===== src/rtl/fpnew_opgroup_result_queue.sv =====
// fpnew_opgroup_result_queue
//
// Result buffer placed downstream of an operation-group block. It decouples the
// arbitrated result stream from the FPU output port. Each entry holds a result,
// its IEEE status flags, the extension bit and the user tag. The storage is a
// small circular FIFO. The depth does not have to be a power of two.
//
// Sticky exception flags accumulate the status of every result that is consumed
// downstream. A flush does not touch these flags.
//
// Optional feature: define FPNEW_RESULT_QUEUE_BYPASS_EN to let a result reach
// the outputs combinationally while the queue is empty. The result skips the
// storage entirely if downstream takes it in that same cycle.
//
// Ports:
//   clk_i, rst_ni         clock (rising edge), asynchronous active-low reset
//   result_i, status_i,   incoming entry fields from the opgroup block
//   extension_bit_i,
//   tag_i
//   in_valid_i/in_ready_o upstream handshake; in_ready_o has no path from out_ready_i
//   flush_i               synchronous drop of every stored entry
//   result_o, status_o,   head entry fields
//   extension_bit_o,
//   tag_o
//   out_valid_o/out_ready_i downstream handshake
//   fflags_o, fflags_clr_i sticky OR of consumed status, and its clear
//   count_o, busy_o       occupancy, and a non-empty indication for the busy tree

module fpnew_opgroup_result_queue #(
    parameter int unsigned Width    = 32,
    parameter int unsigned Depth    = 2,
    parameter type         TagType  = logic,
    localparam int unsigned CntWidth = $clog2(Depth + 1)
) (
    input  logic                clk_i,
    input  logic                rst_ni,
    input  logic [Width-1:0]    result_i,
    input  logic [4:0]          status_i,
    input  logic                extension_bit_i,
    input  TagType              tag_i,
    input  logic                in_valid_i,
    output logic                in_ready_o,
    input  logic                flush_i,
    output logic [Width-1:0]    result_o,
    output logic [4:0]          status_o,
    output logic                extension_bit_o,
    output TagType              tag_o,
    output logic                out_valid_o,
    input  logic                out_ready_i,
    output logic [4:0]          fflags_o,
    input  logic                fflags_clr_i,
    output logic [CntWidth-1:0] count_o,
    output logic                busy_o
);

    localparam int unsigned      PtrWidth = (Depth > 1) ? $clog2(Depth) : 1;
    localparam logic [PtrWidth-1:0] LastPtr  = PtrWidth'(Depth - 1);
    localparam logic [CntWidth-1:0] DepthCnt = CntWidth'(Depth);

    logic [Width-1:0]    result_q [Depth];
    logic [4:0]          status_q [Depth];
    logic                ext_q    [Depth];
    TagType              tag_q    [Depth];

    logic [PtrWidth-1:0] wp_q, rp_q;
    logic [CntWidth-1:0] cnt_q;
    logic [4:0]          fflags_q;

    logic                empty;
    logic                push;       // entry written into storage
    logic                pop;        // stored head entry consumed
    logic                handshake;  // downstream transfer, stored or bypassed
`ifdef FPNEW_RESULT_QUEUE_BYPASS_EN
    logic                bypass;
`endif

    function automatic logic [PtrWidth-1:0] ptr_next(input logic [PtrWidth-1:0] p);
        return (p == LastPtr) ? '0 : p + 1'b1;
    endfunction

    always_comb begin
        empty           = (cnt_q == '0);
        in_ready_o      = (cnt_q < DepthCnt) & ~flush_i;
        out_valid_o     = ~empty & ~flush_i;
        result_o        = result_q[rp_q];
        status_o        = status_q[rp_q];
        extension_bit_o = ext_q[rp_q];
        tag_o           = tag_q[rp_q];
        pop             = ~empty & ~flush_i & out_ready_i;
        push            = in_valid_i & in_ready_o;
`ifdef FPNEW_RESULT_QUEUE_BYPASS_EN
        bypass = empty & in_valid_i & ~flush_i;
        if (bypass) begin
            out_valid_o     = 1'b1;
            result_o        = result_i;
            status_o        = status_i;
            extension_bit_o = extension_bit_i;
            tag_o           = tag_i;
        end
        // A bypassed result that is taken immediately never occupies a slot.
        if (bypass & out_ready_i) push = 1'b0;
`endif
        handshake       = out_valid_o & out_ready_i;
    end

    // The storage array is intentionally not reset.
    always_ff @(posedge clk_i) begin
        if (push) begin
            result_q[wp_q] <= result_i;
            status_q[wp_q] <= status_i;
            ext_q[wp_q]    <= extension_bit_i;
            tag_q[wp_q]    <= tag_i;
        end
    end

    always_ff @(posedge clk_i or negedge rst_ni) begin
        if (!rst_ni) begin
            wp_q  <= '0;
            rp_q  <= '0;
            cnt_q <= '0;
        end else if (flush_i) begin
            wp_q  <= '0;
            rp_q  <= '0;
            cnt_q <= '0;
        end else begin
            if (push) wp_q <= ptr_next(wp_q);
            if (pop)  rp_q <= ptr_next(rp_q);
            case ({push, pop})
                2'b10:   cnt_q <= cnt_q + 1'b1;
                2'b01:   cnt_q <= cnt_q - 1'b1;
                default: cnt_q <= cnt_q;
            endcase
        end
    end

    // The clear is applied first, so a result consumed in the clear cycle is kept.
    always_ff @(posedge clk_i or negedge rst_ni) begin
        if (!rst_ni) begin
            fflags_q <= '0;
        end else begin
            fflags_q <= (fflags_clr_i ? 5'b0 : fflags_q) | (handshake ? status_o : 5'b0);
        end
    end

    assign fflags_o = fflags_q;
    assign count_o  = cnt_q;
    assign busy_o   = ~empty;

endmodule


===== config.mk =====
export PLATFORM = sky130hd
export DESIGN_NAME = fpnew_opgroup_result_queue
export DESIGN_NICKNAME = d
export VERILOG_FILES = /design/src/rtl/fpnew_opgroup_result_queue.sv
export SDC_FILE = /design/constraint.sdc
export NUM_CORES = 1
export LEC_CHECK = 0
export ABC_CLOCK_PERIOD_IN_PS = 3050
export CAP_MARGIN = 20
export CORE_ASPECT_RATIO = 2
export CORE_MARGIN = 3
export CORE_UTILIZATION = 47
export CTS_CLUSTER_DIAMETER = 150
export CTS_CLUSTER_SIZE = 25
export DETAILED_ROUTE_END_ITERATION = 10
export GPL_TIMING_DRIVEN = 0
export HOLD_SLACK_MARGIN = 0.15
export PLACE_DENSITY_LB_ADDON = 0.05
export SLEW_MARGIN = 20
export SYNTH_ARGS = -nofsm -noshare
export SYNTH_HDL_FRONTEND = slang
export SYNTH_SLANG_ARGS = --single-unit

===== constraint.sdc =====
create_clock -name clk_i -period 3.05 [get_ports clk_i]
set_clock_uncertainty 0.15 [all_clocks]
set_input_delay 0.7625 -clock clk_i [delete_from_list [all_inputs] [get_ports clk_i]]
set_output_delay 0.7625 -clock clk_i [all_outputs]
set_load 0.01 [all_outputs]

## Word-level counts from Yosys, hierarchy flattened

Memories as Yosys holds them, arrays and structs flattened.
Cells that the tools add are included.

- Order comparisons: 1
- Eq/ne operators: 2
- Bitwise logic cells: 7
- $add $sub $neg: 4
- Muxes and demuxes: 12
- Reductions and logical operators: 4

Operator list:

| operator | number |
|---|---|
| $mux 5 | 2 |
| $mux 1 | 8 |
| $or 5x5->5 | 1 |
| $and 1x1->1 | 4 |
| $pmux 2 s2 | 1 |
| $reduce_bool 2->1 | 2 |
| $reduce_bool 3->1 | 1 |
| $add 1x1->1 const B | 2 |
| $add 2x1->2 const B | 1 |
| $eq 2x1->1 const B | 1 |
| $eq 2x2->1 const B | 1 |
| $logic_not 2->1 | 1 |
| $lt 2x2->1 const B | 1 |
| $mux 2 | 1 |
| $not 1->1 | 2 |
| $sub 2x1->2 const B | 1 |

- RAM bits: 78
- Logic and storage cells: 38
- Output and inout bits: 49
- Memories kept: 4
- Flip-flop bits (word level): 9
- Input port bits: 45

Memories:

| name | depth | width | rd ports | clocked after memory_dff | wr ports | RTL line | source |
|---|---|---|---|---|---|---|---|
| result_q | 2 | 32 | 1 | 0 | 1 | 60 | `logic [Width-1:0] result_q [Depth];` |
| status_q | 2 | 5 | 1 | 0 | 1 | 61 | `logic [4:0] status_q [Depth];` |
| ext_q | 2 | 1 | 1 | 0 | 1 | 62 | `logic ext_q [Depth];` |
| tag_q | 2 | 1 | 1 | 0 | 1 | 63 | `TagType tag_q [Depth];` |

## Logic depth before layout (Yosys ltp)

Gate-level depths: netlist of run 1.

- Depth in word-level cells: 7
- Mapped depth: 4
- Mapped depth without buffers: 3

## Worst setup path after synthesis of run 1

OpenSTA, ideal clock, no wires.

- Path kind: in2reg
- Start point: in flush_i
- End point: mem ext_q[0] (enable)
- Slack: -265 ps
- Data required time: 2465 ps
- Buffers on the path: 0
- Arrival: 2730 ps
- Stages on the path: 3
- Library setup time: 435 ps
- Cell sequence: nor2_1 nand2_1 nor2_1

- Cells in the longest elaborated chain, start to end: 5

Ends and longest elaborated chain:

| element | RTL line | source |
|---|---|---|
| from (decl) | 43 | `input logic flush_i,` |
| $not 1->1 | 83 | `in_ready_o = (cnt_q < DepthCnt) & ~flush_i;` |
| $and 1x1->1 | 83 |  |
| $and 1x1->1 | 90 | `push = in_valid_i & in_ready_o;` |
| $mux 1 | 108 | `if (push) begin` |
| $mux 1 (not written as such) | 111 | `ext_q[wp_q] <= extension_bit_i;` |
| to (decl) | 62 |  |

No other way between the ends.

## Final worst setup path of run 1

- Start point: reg rp_q
- End point: out result_o[17]

- Cells in the longest elaborated chain, start to end: 1

Ends and longest elaborated chain:

| element | RTL line | source |
|---|---|---|
| from (decl) | 65 | `logic [PtrWidth-1:0] wp_q, rp_q;` |
| from (signal assigned) | 127 | `if (pop) rp_q <= ptr_next(rp_q);` |
| $mem_v2 2x32 | -- |  |
| to (decl) | 44 | `output logic [Width-1:0] result_o,` |

No other way between the ends.

==> results of run 1 <==
==> metrics by stage <==
step	hold slack (ns)	util [%]
final	0.3373	69.97
after detailed placement	0.3303	65.73
after CTS	0.3427	69.93
after floorplan	0.3169	-
after global routing	0.3674	69.97
after global placement	0.3211	64.51
==> per-layer routing <==
layer	up-vias	part of all wire (%)	track usage, %
li1	837	-	-
met1	867	37	16.65
met2	67	55	27.07
met3	9	5.7	4.964
met4	0	1.8	7.550
met5	-	0	0
==> flip-flops by register name, summed over array words and instances (netlist names) <==
name / cells
fflags_o: 5
count_o: 2
ext_q: 2
result_q: 64
wp_q: 1
status_q: 10
rp_q: 1
tag_q: 2
==> worst max-delay path by stage <==
stage	start	to	cells past startpoint
final	rp_q	result_o[17]	4
after global routing	rp_q	result_o[26]	4
after CTS	flush_i	out_valid_o	4
after detailed placement	flush_i	out_valid_o	4
after global placement	flush_i	result_q[0][2]	4
after floorplan	flush_i	ext_q[0]	3
==> placed cells by master, fill, tap and decap left out <==
master,count
a21o_1,1
a21oi_1,1
a31oi_1,1
a32o_1,1
a32o_2,4
and2b_2,1
and3_2,1
buf_12,1
buf_16,2
buf_4,3
buf_6,2
bufinv_16,1
clkbuf_1,2
clkbuf_16,9
clkdlybuf4s50_1,92
clkinv_1,3
clkinv_2,2
dfrtp_1,9
dlymetal6s2s_1,1
edfxtp_1,78
inv_1,1
mux2_2,37
mux2_4,2
nand2_1,3
nand2b_2,1
nand3b_1,1
nor2_1,3
nor2_4,1
nor2b_1,1
nor2b_4,1
o21ai_0,2
or2_4,1
or2b_1,1
xnor2_1,1
xor2_1,1
==> power by group <==
part | internal (mW) | switching [mW]
Combinational | 0.225 | 0.139
Sequential | 1.36 | 0.0173
Clock | 0.622 | 0.390
Total | 2.20 | 0.547
==> logic make-up after synthesis <==
kind of cell / after synthesis / share of synthesized area [%]
DFF: 87 / 78.71
and+or+nand+nor: 15 / 2.877
muxes: 39 / 13.69
xor gates and xnor gates: 2 / 0.5371
buffers and inverters: 7 / 1.611
AOI/OAI and AO/OA: 10 / 2.570
==> layout make-up <==
class	instances	area (um2)
Buffer	6	48.80
Clock buffer	10	229.0
Clock inverter	6	51.30
Fill cell	492	2004
Inverter	1	3.754
Multi-Input combinational cell	66	650.6
Sequential cell	87	2567
Tap cell	88	110.1
Timing Repair Buffer	96	1008
==> repair_timing <==
action / CTS / global route
hold endpoints to repair: 0 / 0
resized for setup: 0 / 1
setup endpoints to repair: 0 / 2
==> summary by stage, run 1 <==
Clock tree
The source-to-sink clock delay at the later pin of the worst-skew pair is 0.32 ns. Clock-pin slew was measured on the worst setup and hold paths at about 0.060 ns. TritonCTS built the clock tree. The total CTS buffers is 9. The H-tree was split into 3 levels. The maximum root-to-sink buffer count is 2. Once the clock tree was built, the setup fixing pass inserted 0 buffers. Clock tree synthesis selected as its root buffer the cell clkbuf_16. Buffers inserted to repair hold after CTS numbered 0. Counting every sink on the clock net gives 87.

GRT
Entering global routing, the biggest net connects 28 pins. The number of global-route vias before repair is 1894. The global-route total usage across every layer is between 10% and 20%. The overflow left after global routing is 0. The initial antenna violation count came to 0. The first global-routing pass estimated 9025 um of wire.

Yosys
The sequential element share of the synthesized area is approximately four fifths. Counting instances in the post-synthesis netlist gives the leading cell types as edfxtp_1, mux2_2, dfrtp_1. The number of nets handed over by synthesis was 205. The post-synthesis cell area is 3262 um2.

Of the post-synthesis cell area, the dominant cell type holds between 70% and 80%. The synthesized netlist cell count is 160. After synthesis, the share of flip-flops with an asynchronous set or reset is 10.34%. Counting flops with a built-in enable in the synthesized netlist gives 78. Synthesis inferred slightly below 90 register bits.

The average size of a mapped cell is 20.39 um2. The leading register cell type out of synthesis is edfxtp_1. During synthesis, Yosys emitted a total of 0 warnings. Of all cell types, the one taking the most synthesized area is edfxtp_1. edfxtp_1 is the most common cell in the netlist. Sorting the synthesized cells by area gives the leading types as edfxtp_1, mux2_2, dfrtp_1.

The number of distinct library cells after synthesis is 26.

STA
The time the worst path needs with I/O delays and setup is 2.931 ns. The total setup violations reported at the end of the flow is 0. The part of the cycle the worst path needs is 96.11%. Based on the critical path, the design can be clocked at up to between 300 and 400 MHz. The max-slew violation count is 0.

Once routing completed, OpenROAD measured the worst setup slack at ~0.12 ns. In the final timing run, aggregate negative setup slack is 0 ns. The final number of hold-violating endpoints was 0. Measured against its own limit, the worst slew margin works out to roughly 67%.

At the pin with the least slew margin, the transition time is 0.4973 ns. Setup repair after global routing left no endpoint under its margin.

Layout
The area growth from synthesis to layout is 43.15%. The share of post-route cells with drive strength above 1 is 25.37%. The number of diodes added for antenna fixing is 0.

The number of nets in the layout is 312. The non-filler instance count after layout is 360. The area of all placed cells without fillers is between 4000 and 5000 um2.

Route
For this block, the via count after detailed routing is about 1800. The violation count after the first detailed-routing iteration is 93. Once detail routing completed, the nets flagged for antenna violations numbered 0. The first detailed-routing pass ran for 5 iterations. The number of remaining DRC errors is 0.

Dividing the detail-routed via count by the number of cells gives 4.944. In the final routed layout, each cell accounts on average for 16.21 um. The total wirelength of the detailed-routed design is 5834 um.

Critical path
By startpoint and endpoint, the worst setup path is classified as flop to output pin. The worst-case reg-to-reg path depth is 5. The worst register-to-register path ends at result_q[0][29]. STA classifies the critical path startpoint as a flop. STA puts the critical path data required time at 2.14 ns. The setup slack of the most critical reg-to-reg path is approximately 1.1 ns.

STA classifies the critical path endpoint as an output pin. Data arrives at the worst endpoint at around 2.0 ns. The biggest cell delay along the critical path is ~0.50 ns. Grouping stages by cell kind, the critical path spends the most delay in buffers and inverters. Traced cell by cell, the critical path runs through buf_6 -> buf_4 -> mux2_2 -> clkdlybuf4s50_1.

The count of buffering cells on the critical path with inverters included is 3. The startpoint of the worst-slack reg-to-reg timing path is count_o[1]. The maximum net fanout on the critical path is 10. The critical path's slowest cell is clkdlybuf4s50_1.

Floorplan
The die is between 100 and 150 um tall. The chip width is 64.91 um. The initial core utilization is 48.88%. The number of rows in the core area is 42.

In this run the standard cell core region covers 6674 um2. The area of the die is between 8000 and 9000 um2. The top-level port count is 94.

Power and ir drop
Across the VDD grid, the largest voltage drop is 0.0004406 V. The leakage power figure is approximately 1.7 nW. The overall power is 2.751 mW. The ratio of total power to cell area is 589.2 nW/um2.

Placement
Prior to clock tree synthesis, the placed netlist has a worst setup slack of approximately 0.028 ns. The weighted congestion at the end of routability-driven global placement is 0.6693. Counting tap cells, the placed design contains a total of 344 instances. The total placed instance area is approximately 4400 um2. Input and output buffers added on the ports amount to 93. Detailed placement finished with a half-perimeter wire length of ~4100 um.

Min path
The worst hold path begins at fflags_o[0]. The type of the most critical hold path is flop to flop. For hold timing, the worst endpoint is fflags_o[0]. Counting instances, the worst hold path has a depth of 1.

Job
The number of maximum-capacitance violations is 0.

Outcome
The run finished with clean final reports.
Power figures use the tool's default switching activity.
==> run 2: changes to the inputs <==
--- a/config.mk
+++ b/config.mk
@@ -10,6 +10,7 @@
 export CORE_ASPECT_RATIO = 2
 export CORE_MARGIN = 3
 export CORE_UTILIZATION = 47
+export CTS_BUF_LIST = sky130_fd_sc_hd__clkbuf_16
 export CTS_CLUSTER_DIAMETER = 150
 export CTS_CLUSTER_SIZE = 25
 export DETAILED_ROUTE_END_ITERATION = 10
==> run 2 against run 1 <==
Against the previous run:
- combinational power is essentially flat
- sequential share of layout area did not move
- sequential power about the same
- register-to-register slack about the same
==> summary by stage, run 2 (synthesis gave the netlist of run 1 again) <==
Layout
The share of post-route cells with drive strength above 1 is 25.37% (unchanged). The leading cell type in the layout, fill and taps excluded is clkdlybuf4s50_1 (unchanged). The non-filler instance count after layout is 360 (unchanged). The most flop-heavy register is result_q (unchanged). The number of diodes added for antenna fixing is 0 (unchanged). The flip-flop count of the largest register, all copies and words added is 64 (unchanged).

Most frequent cells in the layout: clkdlybuf4s50_1, edfxtp_1, mux2_2 (unchanged). The layout overhead on the synthesized area is 43.15% (unchanged). The number of nets in the layout is 312 (unchanged).

Clock tree
The CTS sink count is 87 (unchanged). The post-cts resize count is 0 (unchanged). The deepest level of the CTS H-tree is 3 (unchanged).

The number of buffers added to fix hold violations after cts came to 0 (unchanged). The root cell of the clock tree is clkbuf_16 (unchanged). The clock tree from TritonCTS was yes (unchanged).

The source-to-sink clock delay at the later pin of the worst-skew pair is 0.32 ns (about the same). The maximum root-to-sink buffer count is 2 (unchanged). The total setup buffers inserted after CTS is 0 (unchanged).

The total CTS buffers is 9 (unchanged). The clock-pin slew on the worst setup and hold paths is 0.06 ns (about the same).

STA
The slack of the critical path was 0.1186 ns (unchanged). The time the worst path needs with I/O delays and setup is 2.931 ns (unchanged). The final number of hold-violating endpoints was 0 (unchanged).

The total setup violations reported at the end of the flow is 0 (unchanged). The remaining max-slew budget at the tightest pin came to 66.77% (unchanged). The post-route worst hold slack is 0.3373 ns (unchanged).

The actual slew at the worst max-slew pin was 0.4973 ns (unchanged). The part of the cycle the worst path needs is 96.11% (unchanged). The maximum clock frequency is 341.1 MHz (unchanged). The max-slew violation count came to 0 (unchanged). Unrepaired setup endpoints after global routing: no (unchanged). The final-layout setup total negative slack came to 0 ns (unchanged).

Placement
The count of buffers inserted at the top-level ports is 93 (unchanged). The weighted congestion at the end of routability-driven global placement is 0.6693 (unchanged). The worst setup slack after placement is 0.02830 ns (unchanged). The cell total after placement was 344 (unchanged). The detailed placer's ending HPWL was 4129 um (unchanged).

GRT
The global-route layer with the greatest usage is met2 (unchanged). The wire length of the first global-routing pass came to 9025 um (unchanged). The overflow left after global routing was 0 (unchanged).

The global-route total usage across every layer is 15.50% (unchanged). The met1 global-route usage came to 16.65% (unchanged). The pin count of the biggest net entering global routing came to 28 (unchanged). The number of global-route vias before repair is 1894 (unchanged). The routing usage on met3 came to 4.964% (unchanged).

The initial antenna violation count is 0 (unchanged). The met2 track utilization from global routing is 27.07% (unchanged).

Route
The violation count after the first detailed-routing iteration is 93 (unchanged). The total number of vias is 1780 (unchanged). The iteration count of the initial detailed-routing pass is 5 (unchanged). The remaining antenna violation count after routing is 0 (unchanged). The number of remaining DRC errors is 0 (unchanged).

The total wirelength of the detailed-routed design is 5834 um (unchanged). The vias per cell was 4.944 (unchanged). The average detailed-routed wire length per instance was 16.21 um (unchanged).

Power and ir drop
The sequential group share of total power came to 50.0% (about the same). The power dissipated by switching net loads is 0.5470 mW (was 0.5468 mW). The leakage power figure is 1.654 nW (was 1.650 nW). The ratio of total power to cell area came to 588.5 nW/um2 (was 589.2 nW/um2).

The fraction of power spent switching nets came to 19.91% (was 19.87%). The combinational group share of total power is 13.3% (was 13.2%). The relative contribution of the clock network to total power came to 36.7% (was 36.8%). The internal cell power is 2.201 mW (was 2.204 mW). The highest ir drop seen on vdd is 0.0004406 V (unchanged). The overall power is 2.748 mW (was 2.751 mW).

Critical path
The setup slack of the most critical reg-to-reg path is 1.08 ns (about the same). The class of the most critical setup path is flop to output pin (unchanged). The biggest cell delay along the critical path is 0.50 ns (about the same). The data arrival time of the critical path is 2.02 ns (about the same). The endpoint type of the worst setup path is an output pin (unchanged). The data required time of the critical path came to 2.14 ns (about the same). Cell chain of the critical path: buf_6 -> buf_4 -> mux2_2 -> clkdlybuf4s50_1 (unchanged).

The critical path's slowest cell is clkdlybuf4s50_1 (unchanged). The kind of start point of the critical path is a flop (unchanged). The maximum net fanout on the critical path is 10 (unchanged).

Min path
The type of the most critical hold path is flop to flop (unchanged).

Floorplan
The chip width is 64.91 um (unchanged). The die height is 123.8 um (unchanged). The initial core utilization is 48.88% (unchanged). The number of rows in the core area is 42 (unchanged). The top-level port count is 94 (unchanged). The area of the die is 8036 um2 (unchanged).

The placeable core area is 6674 um2 (unchanged).

Outcome
Outcome: finished, final reports clean (unchanged).

Job
The number of maximum-capacitance violations is 0 (unchanged).
==> run 2: cell count changes in the layout (fill, tap and decap cells not counted) <==
cell	change
inv_1	+1
clkbuf_1	-1
==> run 2: path summary, 6_finish.rpt <==
| path | start | to | cells past startpoint |
|---|---|---|---|
| setup reg to reg | count_o[1] | result_q[0][29] | 5 |
| min in group asynchronous | rst_ni | fflags_o[0] | 1 |
| max in group asynchronous | rst_ni | wp_q | 1 |
| hold reg to reg | fflags_o[0] | fflags_o[0] | 1 |
| hold / removal | fflags_o[0] | fflags_o[0] | 1 |
| setup / recovery | rp_q | result_o[17] | 4 |
==> run 2: cell type report <==
cell class | instances | area [um2]
Clock buffer | 9 | 225.2
Fill cell | 492 | 2004
Tap cell | 88 | 110.1
Clock inverter | 7 | 55.05
Inverter | 1 | 3.754
Buffer | 6 | 48.80
Sequential cell | 87 | 2567
Timing Repair Buffer | 96 | 1008
Multi-Input combinational cell | 66 | 650.6
==> run 2: routing by layer <==
metal | vias to the layer above | routed length (um)
met4 | 0 | 106
met2 | 67 | 3209
met3 | 9 | 334
met1 | 867 | 2183
met5 | - | 0
li1 | 837 | -
==> run 2: metrics by stage <==
stage | instance area (um2) | util [%]
after floorplan | 3264 | -
after global placement | 4305 | 64.51
after detailed placement | 4387 | 65.73
after CTS | 4667 | 69.93
after global routing | 4669 | 69.97
final | 4669 | 69.97
==> run 2: critical path: cells and delay by family (launching register included) <==
family / cells / cell delay [ns]
muxes: 1 / 0.34
DFF: 1 / 0.44
buffers and inverters: 3 / 0.90
==> run 2: power groups by stage <==
stage	combinational [mW]	sequential (mW)	clock (mW)
5_1_grt	0.390	1.38	1.08
4_1_cts	0.372	1.38	1.04
6_report	0.364	1.37	1.01
2_1_floorplan	0.152	1.40	0
3_5_place_dp	0.370	1.40	0
3_3_place_gp	0.351	1.40	0
